--- src/rtl/id_ex_pipe_reg_if.sv ---
// ID/EX boundary bundle: ID-stage fields in, EX-stage copies out,
// plus flush request, load-use stall and event counters.
interface id_ex_pipe_reg_if #(
  parameter int CNT_W = 16
);
  logic              flush_i;
  logic              valid_i;
  logic              RegWrite_i;
  logic              ALUSrc_i;
  logic              RegDst_i;
  logic              Branch_i;
  logic              MemRead_i;
  logic              MemWrite_i;
  logic              MemtoReg_i;
  logic [1:0]        ALU_op_i;
  logic [1:0]        BranchType_i;
  logic [31:0]       pc_plus4_i;
  logic [31:0]       rs_data_i;
  logic [31:0]       rt_data_i;
  logic [31:0]       imm_i;
  logic [4:0]        rs_addr_i;
  logic [4:0]        rt_addr_i;
  logic [4:0]        rd_addr_i;
  logic [5:0]        funct_i;

  logic              valid_o;
  logic              RegWrite_o;
  logic              ALUSrc_o;
  logic              RegDst_o;
  logic              Branch_o;
  logic              MemRead_o;
  logic              MemWrite_o;
  logic              MemtoReg_o;
  logic [1:0]        ALU_op_o;
  logic [1:0]        BranchType_o;
  logic [31:0]       pc_plus4_o;
  logic [31:0]       rs_data_o;
  logic [31:0]       rt_data_o;
  logic [31:0]       imm_o;
  logic [4:0]        rs_addr_o;
  logic [4:0]        rt_addr_o;
  logic [4:0]        rd_addr_o;
  logic [5:0]        funct_o;
  logic              stall_o;
  logic [CNT_W-1:0]  bubble_cnt_o;
  logic [CNT_W-1:0]  flush_cnt_o;

  modport slave (
    input  flush_i, valid_i,
    input  RegWrite_i, ALUSrc_i, RegDst_i, Branch_i,
    input  MemRead_i, MemWrite_i, MemtoReg_i,
    input  ALU_op_i, BranchType_i,
    input  pc_plus4_i, rs_data_i, rt_data_i, imm_i,
    input  rs_addr_i, rt_addr_i, rd_addr_i, funct_i,
    output valid_o,
    output RegWrite_o, ALUSrc_o, RegDst_o, Branch_o,
    output MemRead_o, MemWrite_o, MemtoReg_o,
    output ALU_op_o, BranchType_o,
    output pc_plus4_o, rs_data_o, rt_data_o, imm_o,
    output rs_addr_o, rt_addr_o, rd_addr_o, funct_o,
    output stall_o, bubble_cnt_o, flush_cnt_o
  );

  modport master (
    output flush_i, valid_i,
    output RegWrite_i, ALUSrc_i, RegDst_i, Branch_i,
    output MemRead_i, MemWrite_i, MemtoReg_i,
    output ALU_op_i, BranchType_i,
    output pc_plus4_i, rs_data_i, rt_data_i, imm_i,
    output rs_addr_i, rt_addr_i, rd_addr_i, funct_i,
    input  valid_o,
    input  RegWrite_o, ALUSrc_o, RegDst_o, Branch_o,
    input  MemRead_o, MemWrite_o, MemtoReg_o,
    input  ALU_op_o, BranchType_o,
    input  pc_plus4_o, rs_data_o, rt_data_o, imm_o,
    input  rs_addr_o, rt_addr_o, rd_addr_o, funct_o,
    input  stall_o, bubble_cnt_o, flush_cnt_o
  );
endinterface

--- src/rtl/id_ex_pipe_reg.sv ---
// ID/EX pipeline register with load-use hazard detection,
// bubble/flush insertion and saturating event counters.
module id_ex_pipe_reg #(
  parameter int CNT_W = 16
) (
  input  logic            clk_i,
  input  logic            rst_i,
  id_ex_pipe_reg_if.slave bus
);

  typedef struct packed {
    logic        valid;
    logic        reg_write;
    logic        alu_src;
    logic        reg_dst;
    logic        branch;
    logic        mem_read;
    logic        mem_write;
    logic        mem_to_reg;
    logic [1:0]  alu_op;
    logic [1:0]  branch_type;
    logic [31:0] pc_plus4;
    logic [31:0] rs_data;
    logic [31:0] rt_data;
    logic [31:0] imm;
    logic [4:0]  rs_addr;
    logic [4:0]  rt_addr;
    logic [4:0]  rd_addr;
    logic [5:0]  funct;
  } ex_t;

  localparam logic [CNT_W-1:0] CMAX = '1;
  localparam logic [CNT_W-1:0] CONE = CNT_W'(1);

  ex_t              id_w;
  ex_t              ex_d;
  ex_t              ex_q;
  logic [CNT_W-1:0] bcnt_d;
  logic [CNT_W-1:0] bcnt_q;
  logic [CNT_W-1:0] fcnt_d;
  logic [CNT_W-1:0] fcnt_q;
  logic             rt_hit;
  logic             hazard;

  assign id_w.valid       = bus.valid_i;
  assign id_w.reg_write   = bus.RegWrite_i;
  assign id_w.alu_src     = bus.ALUSrc_i;
  assign id_w.reg_dst     = bus.RegDst_i;
  assign id_w.branch      = bus.Branch_i;
  assign id_w.mem_read    = bus.MemRead_i;
  assign id_w.mem_write   = bus.MemWrite_i;
  assign id_w.mem_to_reg  = bus.MemtoReg_i;
  assign id_w.alu_op      = bus.ALU_op_i;
  assign id_w.branch_type = bus.BranchType_i;
  assign id_w.pc_plus4    = bus.pc_plus4_i;
  assign id_w.rs_data     = bus.rs_data_i;
  assign id_w.rt_data     = bus.rt_data_i;
  assign id_w.imm         = bus.imm_i;
  assign id_w.rs_addr     = bus.rs_addr_i;
  assign id_w.rt_addr     = bus.rt_addr_i;
  assign id_w.rd_addr     = bus.rd_addr_i;
  assign id_w.funct       = bus.funct_i;

  // rt of the load is matched against both ID sources for every opcode
  assign rt_hit = (ex_q.rt_addr == bus.rs_addr_i)
                | (ex_q.rt_addr == bus.rt_addr_i);
  assign hazard = ex_q.valid & ex_q.mem_read
                & (ex_q.rt_addr != 5'd0)
                & bus.valid_i & rt_hit;

  assign bus.stall_o = hazard & ~bus.flush_i & rst_i;

  always_comb begin
    ex_d   = id_w;
    bcnt_d = bcnt_q;
    fcnt_d = fcnt_q;
    if (!bus.valid_i) begin
      ex_d.reg_write  = 1'b0;
      ex_d.mem_read   = 1'b0;
      ex_d.mem_write  = 1'b0;
      ex_d.branch     = 1'b0;
      ex_d.mem_to_reg = 1'b0;
    end
    if (bus.flush_i) begin
      ex_d = '0;
      if (fcnt_q != CMAX) fcnt_d = fcnt_q + CONE;
    end else if (hazard) begin
      ex_d = '0;
      if (bcnt_q != CMAX) bcnt_d = bcnt_q + CONE;
    end
  end

  always_ff @(posedge clk_i) begin
    if (!rst_i) begin
      ex_q   <= '0;
      bcnt_q <= '0;
      fcnt_q <= '0;
    end else begin
      ex_q   <= ex_d;
      bcnt_q <= bcnt_d;
      fcnt_q <= fcnt_d;
    end
  end

  assign bus.valid_o      = ex_q.valid;
  assign bus.RegWrite_o   = ex_q.reg_write;
  assign bus.ALUSrc_o     = ex_q.alu_src;
  assign bus.RegDst_o     = ex_q.reg_dst;
  assign bus.Branch_o     = ex_q.branch;
  assign bus.MemRead_o    = ex_q.mem_read;
  assign bus.MemWrite_o   = ex_q.mem_write;
  assign bus.MemtoReg_o   = ex_q.mem_to_reg;
  assign bus.ALU_op_o     = ex_q.alu_op;
  assign bus.BranchType_o = ex_q.branch_type;
  assign bus.pc_plus4_o   = ex_q.pc_plus4;
  assign bus.rs_data_o    = ex_q.rs_data;
  assign bus.rt_data_o    = ex_q.rt_data;
  assign bus.imm_o        = ex_q.imm;
  assign bus.rs_addr_o    = ex_q.rs_addr;
  assign bus.rt_addr_o    = ex_q.rt_addr;
  assign bus.rd_addr_o    = ex_q.rd_addr;
  assign bus.funct_o      = ex_q.funct;
  assign bus.bubble_cnt_o = bcnt_q;
  assign bus.flush_cnt_o  = fcnt_q;

endmodule

--- src/flat_wrapper.sv ---
// flat-port wrapper written by rule: the top's interface ports become plain ports
module id_ex_pipe_reg_flat 
#(
  parameter int CNT_W = 16
)
  (clk_i, rst_i, bus_flush_i, bus_valid_i, bus_RegWrite_i, bus_ALUSrc_i, bus_RegDst_i, bus_Branch_i, bus_MemRead_i, bus_MemWrite_i, bus_MemtoReg_i, bus_ALU_op_i, bus_BranchType_i, bus_pc_plus4_i, bus_rs_data_i, bus_rt_data_i, bus_imm_i, bus_rs_addr_i, bus_rt_addr_i, bus_rd_addr_i, bus_funct_i, bus_valid_o, bus_RegWrite_o, bus_ALUSrc_o, bus_RegDst_o, bus_Branch_o, bus_MemRead_o, bus_MemWrite_o, bus_MemtoReg_o, bus_ALU_op_o, bus_BranchType_o, bus_pc_plus4_o, bus_rs_data_o, bus_rt_data_o, bus_imm_o, bus_rs_addr_o, bus_rt_addr_o, bus_rd_addr_o, bus_funct_o, bus_stall_o, bus_bubble_cnt_o, bus_flush_cnt_o);
  id_ex_pipe_reg_if #(.CNT_W(CNT_W)) bus_i ();
  input  logic clk_i;
  input  logic rst_i;
  input wire logic [$bits(bus_i.flush_i)-1:0] bus_flush_i;
  input wire logic [$bits(bus_i.valid_i)-1:0] bus_valid_i;
  input wire logic [$bits(bus_i.RegWrite_i)-1:0] bus_RegWrite_i;
  input wire logic [$bits(bus_i.ALUSrc_i)-1:0] bus_ALUSrc_i;
  input wire logic [$bits(bus_i.RegDst_i)-1:0] bus_RegDst_i;
  input wire logic [$bits(bus_i.Branch_i)-1:0] bus_Branch_i;
  input wire logic [$bits(bus_i.MemRead_i)-1:0] bus_MemRead_i;
  input wire logic [$bits(bus_i.MemWrite_i)-1:0] bus_MemWrite_i;
  input wire logic [$bits(bus_i.MemtoReg_i)-1:0] bus_MemtoReg_i;
  input wire logic [$bits(bus_i.ALU_op_i)-1:0] bus_ALU_op_i;
  input wire logic [$bits(bus_i.BranchType_i)-1:0] bus_BranchType_i;
  input wire logic [$bits(bus_i.pc_plus4_i)-1:0] bus_pc_plus4_i;
  input wire logic [$bits(bus_i.rs_data_i)-1:0] bus_rs_data_i;
  input wire logic [$bits(bus_i.rt_data_i)-1:0] bus_rt_data_i;
  input wire logic [$bits(bus_i.imm_i)-1:0] bus_imm_i;
  input wire logic [$bits(bus_i.rs_addr_i)-1:0] bus_rs_addr_i;
  input wire logic [$bits(bus_i.rt_addr_i)-1:0] bus_rt_addr_i;
  input wire logic [$bits(bus_i.rd_addr_i)-1:0] bus_rd_addr_i;
  input wire logic [$bits(bus_i.funct_i)-1:0] bus_funct_i;
  output wire logic [$bits(bus_i.valid_o)-1:0] bus_valid_o;
  output wire logic [$bits(bus_i.RegWrite_o)-1:0] bus_RegWrite_o;
  output wire logic [$bits(bus_i.ALUSrc_o)-1:0] bus_ALUSrc_o;
  output wire logic [$bits(bus_i.RegDst_o)-1:0] bus_RegDst_o;
  output wire logic [$bits(bus_i.Branch_o)-1:0] bus_Branch_o;
  output wire logic [$bits(bus_i.MemRead_o)-1:0] bus_MemRead_o;
  output wire logic [$bits(bus_i.MemWrite_o)-1:0] bus_MemWrite_o;
  output wire logic [$bits(bus_i.MemtoReg_o)-1:0] bus_MemtoReg_o;
  output wire logic [$bits(bus_i.ALU_op_o)-1:0] bus_ALU_op_o;
  output wire logic [$bits(bus_i.BranchType_o)-1:0] bus_BranchType_o;
  output wire logic [$bits(bus_i.pc_plus4_o)-1:0] bus_pc_plus4_o;
  output wire logic [$bits(bus_i.rs_data_o)-1:0] bus_rs_data_o;
  output wire logic [$bits(bus_i.rt_data_o)-1:0] bus_rt_data_o;
  output wire logic [$bits(bus_i.imm_o)-1:0] bus_imm_o;
  output wire logic [$bits(bus_i.rs_addr_o)-1:0] bus_rs_addr_o;
  output wire logic [$bits(bus_i.rt_addr_o)-1:0] bus_rt_addr_o;
  output wire logic [$bits(bus_i.rd_addr_o)-1:0] bus_rd_addr_o;
  output wire logic [$bits(bus_i.funct_o)-1:0] bus_funct_o;
  output wire logic [$bits(bus_i.stall_o)-1:0] bus_stall_o;
  output wire logic [$bits(bus_i.bubble_cnt_o)-1:0] bus_bubble_cnt_o;
  output wire logic [$bits(bus_i.flush_cnt_o)-1:0] bus_flush_cnt_o;
  assign bus_i.flush_i = bus_flush_i;
  assign bus_i.valid_i = bus_valid_i;
  assign bus_i.RegWrite_i = bus_RegWrite_i;
  assign bus_i.ALUSrc_i = bus_ALUSrc_i;
  assign bus_i.RegDst_i = bus_RegDst_i;
  assign bus_i.Branch_i = bus_Branch_i;
  assign bus_i.MemRead_i = bus_MemRead_i;
  assign bus_i.MemWrite_i = bus_MemWrite_i;
  assign bus_i.MemtoReg_i = bus_MemtoReg_i;
  assign bus_i.ALU_op_i = bus_ALU_op_i;
  assign bus_i.BranchType_i = bus_BranchType_i;
  assign bus_i.pc_plus4_i = bus_pc_plus4_i;
  assign bus_i.rs_data_i = bus_rs_data_i;
  assign bus_i.rt_data_i = bus_rt_data_i;
  assign bus_i.imm_i = bus_imm_i;
  assign bus_i.rs_addr_i = bus_rs_addr_i;
  assign bus_i.rt_addr_i = bus_rt_addr_i;
  assign bus_i.rd_addr_i = bus_rd_addr_i;
  assign bus_i.funct_i = bus_funct_i;
  assign bus_valid_o = bus_i.valid_o;
  assign bus_RegWrite_o = bus_i.RegWrite_o;
  assign bus_ALUSrc_o = bus_i.ALUSrc_o;
  assign bus_RegDst_o = bus_i.RegDst_o;
  assign bus_Branch_o = bus_i.Branch_o;
  assign bus_MemRead_o = bus_i.MemRead_o;
  assign bus_MemWrite_o = bus_i.MemWrite_o;
  assign bus_MemtoReg_o = bus_i.MemtoReg_o;
  assign bus_ALU_op_o = bus_i.ALU_op_o;
  assign bus_BranchType_o = bus_i.BranchType_o;
  assign bus_pc_plus4_o = bus_i.pc_plus4_o;
  assign bus_rs_data_o = bus_i.rs_data_o;
  assign bus_rt_data_o = bus_i.rt_data_o;
  assign bus_imm_o = bus_i.imm_o;
  assign bus_rs_addr_o = bus_i.rs_addr_o;
  assign bus_rt_addr_o = bus_i.rt_addr_o;
  assign bus_rd_addr_o = bus_i.rd_addr_o;
  assign bus_funct_o = bus_i.funct_o;
  assign bus_stall_o = bus_i.stall_o;
  assign bus_bubble_cnt_o = bus_i.bubble_cnt_o;
  assign bus_flush_cnt_o = bus_i.flush_cnt_o;
  id_ex_pipe_reg #(.CNT_W(CNT_W)) u_core (.clk_i(clk_i), .rst_i(rst_i), .bus(bus_i));
endmodule
--- config.mk ---
export PLATFORM = sky130hd
export DESIGN_NAME = id_ex_pipe_reg_flat
export DESIGN_NICKNAME = d
export VERILOG_FILES = /design/src/rtl/id_ex_pipe_reg_if.sv /design/src/rtl/id_ex_pipe_reg.sv /design/src/flat_wrapper.sv
export SDC_FILE = /design/constraint.sdc
export NUM_CORES = 1
export LEC_CHECK = 0
export ABC_AREA = 1
export BUFFER_PORTS_ARGS = -buffer_cell sky130_fd_sc_hd__buf_2
export CORE_AREA = 8 8 155 114
export CTS_CLUSTER_DIAMETER = 120
export DETAILED_ROUTE_END_ITERATION = 7
export DIE_AREA = 0 0 163 122
export PLACE_DENSITY = 0.77
export SLEW_MARGIN = 5
export SYNTH_ARGS = -nofsm -noshare
export SYNTH_HDL_FRONTEND = slang
export SYNTH_SLANG_ARGS = --single-unit
--- constraint.sdc ---
create_clock -name clk_i -period 2.08 [get_ports clk_i]
set_input_delay 0.312 -clock clk_i [delete_from_list [all_inputs] [get_ports clk_i]]
set_output_delay 0.312 -clock clk_i [all_outputs]
set_load 0.01 [all_outputs]
==> flow_metrics.py <==
metrics = {
    "detailed_routing": {
        "wl_met1_microns": 7560,
        "vias": 6135,
        "met3_length_microns": 2370,
        "routed-wl-met2_microns": 10000,
        "firstDrtPassIters": 4,
        "viasPerCell": 4.33,
        "route.detailed.drc": 0,
        "wl_microns": 20400,
        "top_layer_used": "met5",
        "dr.first_iter.drc_count": 332,
        "ant_nets": 0,
        "drt-wirelength-per-cell_microns": 14.4,
    },
    "floorplan": {
        "die_y_microns": 122,
        "die_x_microns": 163,
        "io_pins": 358,
        "start_util_pct": 44.4,
        "die_area_sq_um": 19900,
        "std_cell_rows": 38,
        "core_sq_um": 15100,
    },
    "synthesis": {
        "ys.flop_type": "dfxtp_1",
        "synth_area_sq_um": 6710,
        "synth_area_per_cell_sq_um": 7.93,
        "syn_inst": 846,
        "netlist.area_leader.share_pct": 57.6,
        "seq_area_frac_synth_pct": 57.6,
        "synth_common_cells": "nor2_1 (202), dfxtp_1 (193), inv_1 (191)",
        "synth_most_common_cell": "nor2_1",
        "synth_edf_count": 0,
        "async_flop_share_pct": 0,
        "synth_cell_type_count": 27,
        "yosysWarnings": 0,
        "ys_top_cells_by_area": "dfxtp_1 (58%), nor2_1 (11%), inv_1 (11%)",
        "synth_seq_cells": 193,
        "synth_top_area_cell": "dfxtp_1",
        "synth_fp_nets": 1012,
    },
    "worst_setup_path": {
        "arrival_ns": 1.65,
        "endpoint_kind": "output pin",
        "required_ns": 1.77,
        "crit_path_frequent_cell": "nand2_1",
        "rr_worst_depth": 9,
        "critPathSlowestCell": "dfxtp_4",
        "startpoint_type": "flip-flop",
        "cp_cell_sequence": "inv_2, nand2_1, nand2_1, nor2_1, nand3_1, nand2_2, nand2_4, nor3_4, buf_2",
        "path_class": "reg -> out",
        "worstPathMaxFanout": 4,
        "cpPeakStageDelay_ns": 0.36,
    },
    "timing": {
        "clock.fmax_ghz": 0.509,
        "tightest_slew_ns": 0.362,
        "maxSlewViolCount": 0,
        "finalCritPeriodShare_pct": 94.5,
        "finClkSkew_ns": 0.0124,
        "min_period_ns": 1.97,
        "rsz0062_at_grt": "true",
        "finalHoldViolCount": 0,
        "setup_viol": 0,
        "relSlewSlack_pct": 75.6,
    },
    "global_route": {
        "first_global_vias": 5930,
        "grt_start_max_net_pins": 68,
        "globalRouteTotalUtil_pct": 20.5,
        "grt_overflow": 0,
        "antenna_found_initial": 5,
        "grt_pass1_wl_microns": 32000,
    },
    "power_and_ir_drop": {
        "p_per_area_nw_per_um2": 819,
        "total_power_uw": 7580,
        "leakagePower_uw": 0.00526,
        "max-vdd-ir-drop_v": 0.000668,
    },
    "worst_hold_path": {
        "holdPathStages": 3,
        "min_path_type": "in -> reg",
    },
    "cells_and_area": {
        "fin_nets": 1368,
        "fill_cells": 1361,
        "area_growth_pct": 38.0,
        "multi_input_area_sq_um": 1930,
        "final_cell_area_sq_um": 9260,
        "post-route-util_pct": 61.2,
        "drive_above_1_share_pct": 35.2,
        "seq_area_sq_um": 3880,
    },
    "cts": {
        "postCtsHoldBufs": 0,
        "cts_tree": "done",
        "cts_sinks": 193,
        "clk_path_buf_depth": 2,
        "cts_root_buffer": "clkbuf_16",
        "clock_latency_ns": 0.43,
        "cts_buffers": 17,
        "clkSlewWorstSetupHoldPaths_ns": 0.08,
        "cts_max_level": 4,
    },
    "job": {
        "maxCapViolCount": 0,
    },
    "placement": {
        "dp_hpwl_microns": 16200,
        "io_buffer_count": 357,
        "gp_congestion": 0.841,
        "placed_cell_area_sq_um": 8610,
    },
    "status": {
        "status": "completed",
    },
}
==> placed cells by master (no fill, tap or decap), drive strengths merged <==
cell and instances:
a21oi 19, nor2 208, inv 202, nor3b 2, a31oi 2, buf 366, nand3b 2, nand4 22
xnor2 3, clkbuf 20, diode 2, nand3 25, clkinvlp 1, xor2 9, o21ai 8, ha 2
o21bai 1, and3 1, nand2 106, dfxtp 193, nor3 17, clkinv 6
==> worst max-delay path, delay by kind of cell, from the launching register on <==
| kind | cells | cell delay (ns) |
|---|---|---|
| buffers and inverters | 2 | 0.21 |
| flip-flops | 1 | 0.36 |
| AND/OR/NAND/NOR | 7 | 0.68 |
==> per-layer routing <==
layer  GRT usage [%]  vias up
li1                -     3190
met1            22.1     2660
met2            34.3      236
met3            9.88       43
met4            8.63        6
met5               0        -
==> state kept, by name (all words and copies together), names as in the netlist, 2 cells and up <==
register	cells
u_core.bus.ALU_op_o	2
u_core.bus.BranchType_o	2
u_core.bus.bubble_cnt_o	16
u_core.bus.flush_cnt_o	16
u_core.bus.funct_o	6
u_core.bus.imm_o	32
u_core.bus.pc_plus4_o	32
u_core.bus.rd_addr_o	5
u_core.bus.rs_addr_o	5
u_core.bus.rs_data_o	32
u_core.bus.rt_addr_o	5
u_core.bus.rt_data_o	32
==> path summary, 6_finish.rpt <==
path                                   start                    endpoint  slack [ns]
setup reg to reg  u_core.bus.bubble_cnt_o[0]  u_core.bus.bubble_cnt_o[5]        0.30
hold reg to reg    u_core.bus.flush_cnt_o[1]   u_core.bus.flush_cnt_o[1]        0.51
hold / removal             bus_rs_data_i[16]    u_core.bus.rs_data_o[16]        0.09
setup / recovery     u_core.bus.rt_addr_o[3]                 bus_stall_o        0.11
==> final cells by class <==
cell class	instances	share of cell area, %
clock inverter	12	1.27
multi-input combinational	427	20.9
tap	200	2.70
sequential	193	41.9
timing repair buffer	366	20.3
clock buffer	20	4.82
inverter	197	8.01
antenna	2	0.0541
==> through the flow <==
step | cells | hold WS (ns) | TNS, ns | worst slack, ns
final | 1417 | 0.0885 | 0 | 0.115
after global routing | 1417 | 0.0668 | -0.0330 | -0.0330
after CTS | 1413 | 0.0725 | 0 | 0.0135
after detailed placement | 1381 | 0.497 | 0 | 0.323
after global placement | 1381 | 0.487 | 0 | 0.351
after floorplan | 846 | 0.424 | 0 | 0.512
==> report_power, final <==
group / switching (uW) / total [uW] / internal [uW]
clock network: 1490 / 3100 / 1620
logic: 356 / 628 / 273
registers: 35.8 / 3850 / 3820
total: 1880 / 7580 / 5710
==> repair_timing <==
action	in CTS	in global routing
buffers inserted	0	2
pin swaps	0	8
setup endpoints to repair	1	1
gates resized for setup	2	22
cloned	0	0
==> cells by family (layout without fill, tap and decap cells) <==
kind of cell | count (synthesis) | after routing | synth area share [%]
AO/OA/AOI/OAI | 30 | 30 | 2.31
other | 0 | 2 | 0
adder cells (fa/ha/maj) | 2 | 2 | 0.373
buffers and inverters | 226 | 595 | 14.4
AND/OR/NAND/NOR | 383 | 383 | 23.8
flip-flops | 193 | 193 | 57.6
XOR/XNOR | 12 | 12 | 1.57
Note: power is estimated with default switching activity, not from simulation.
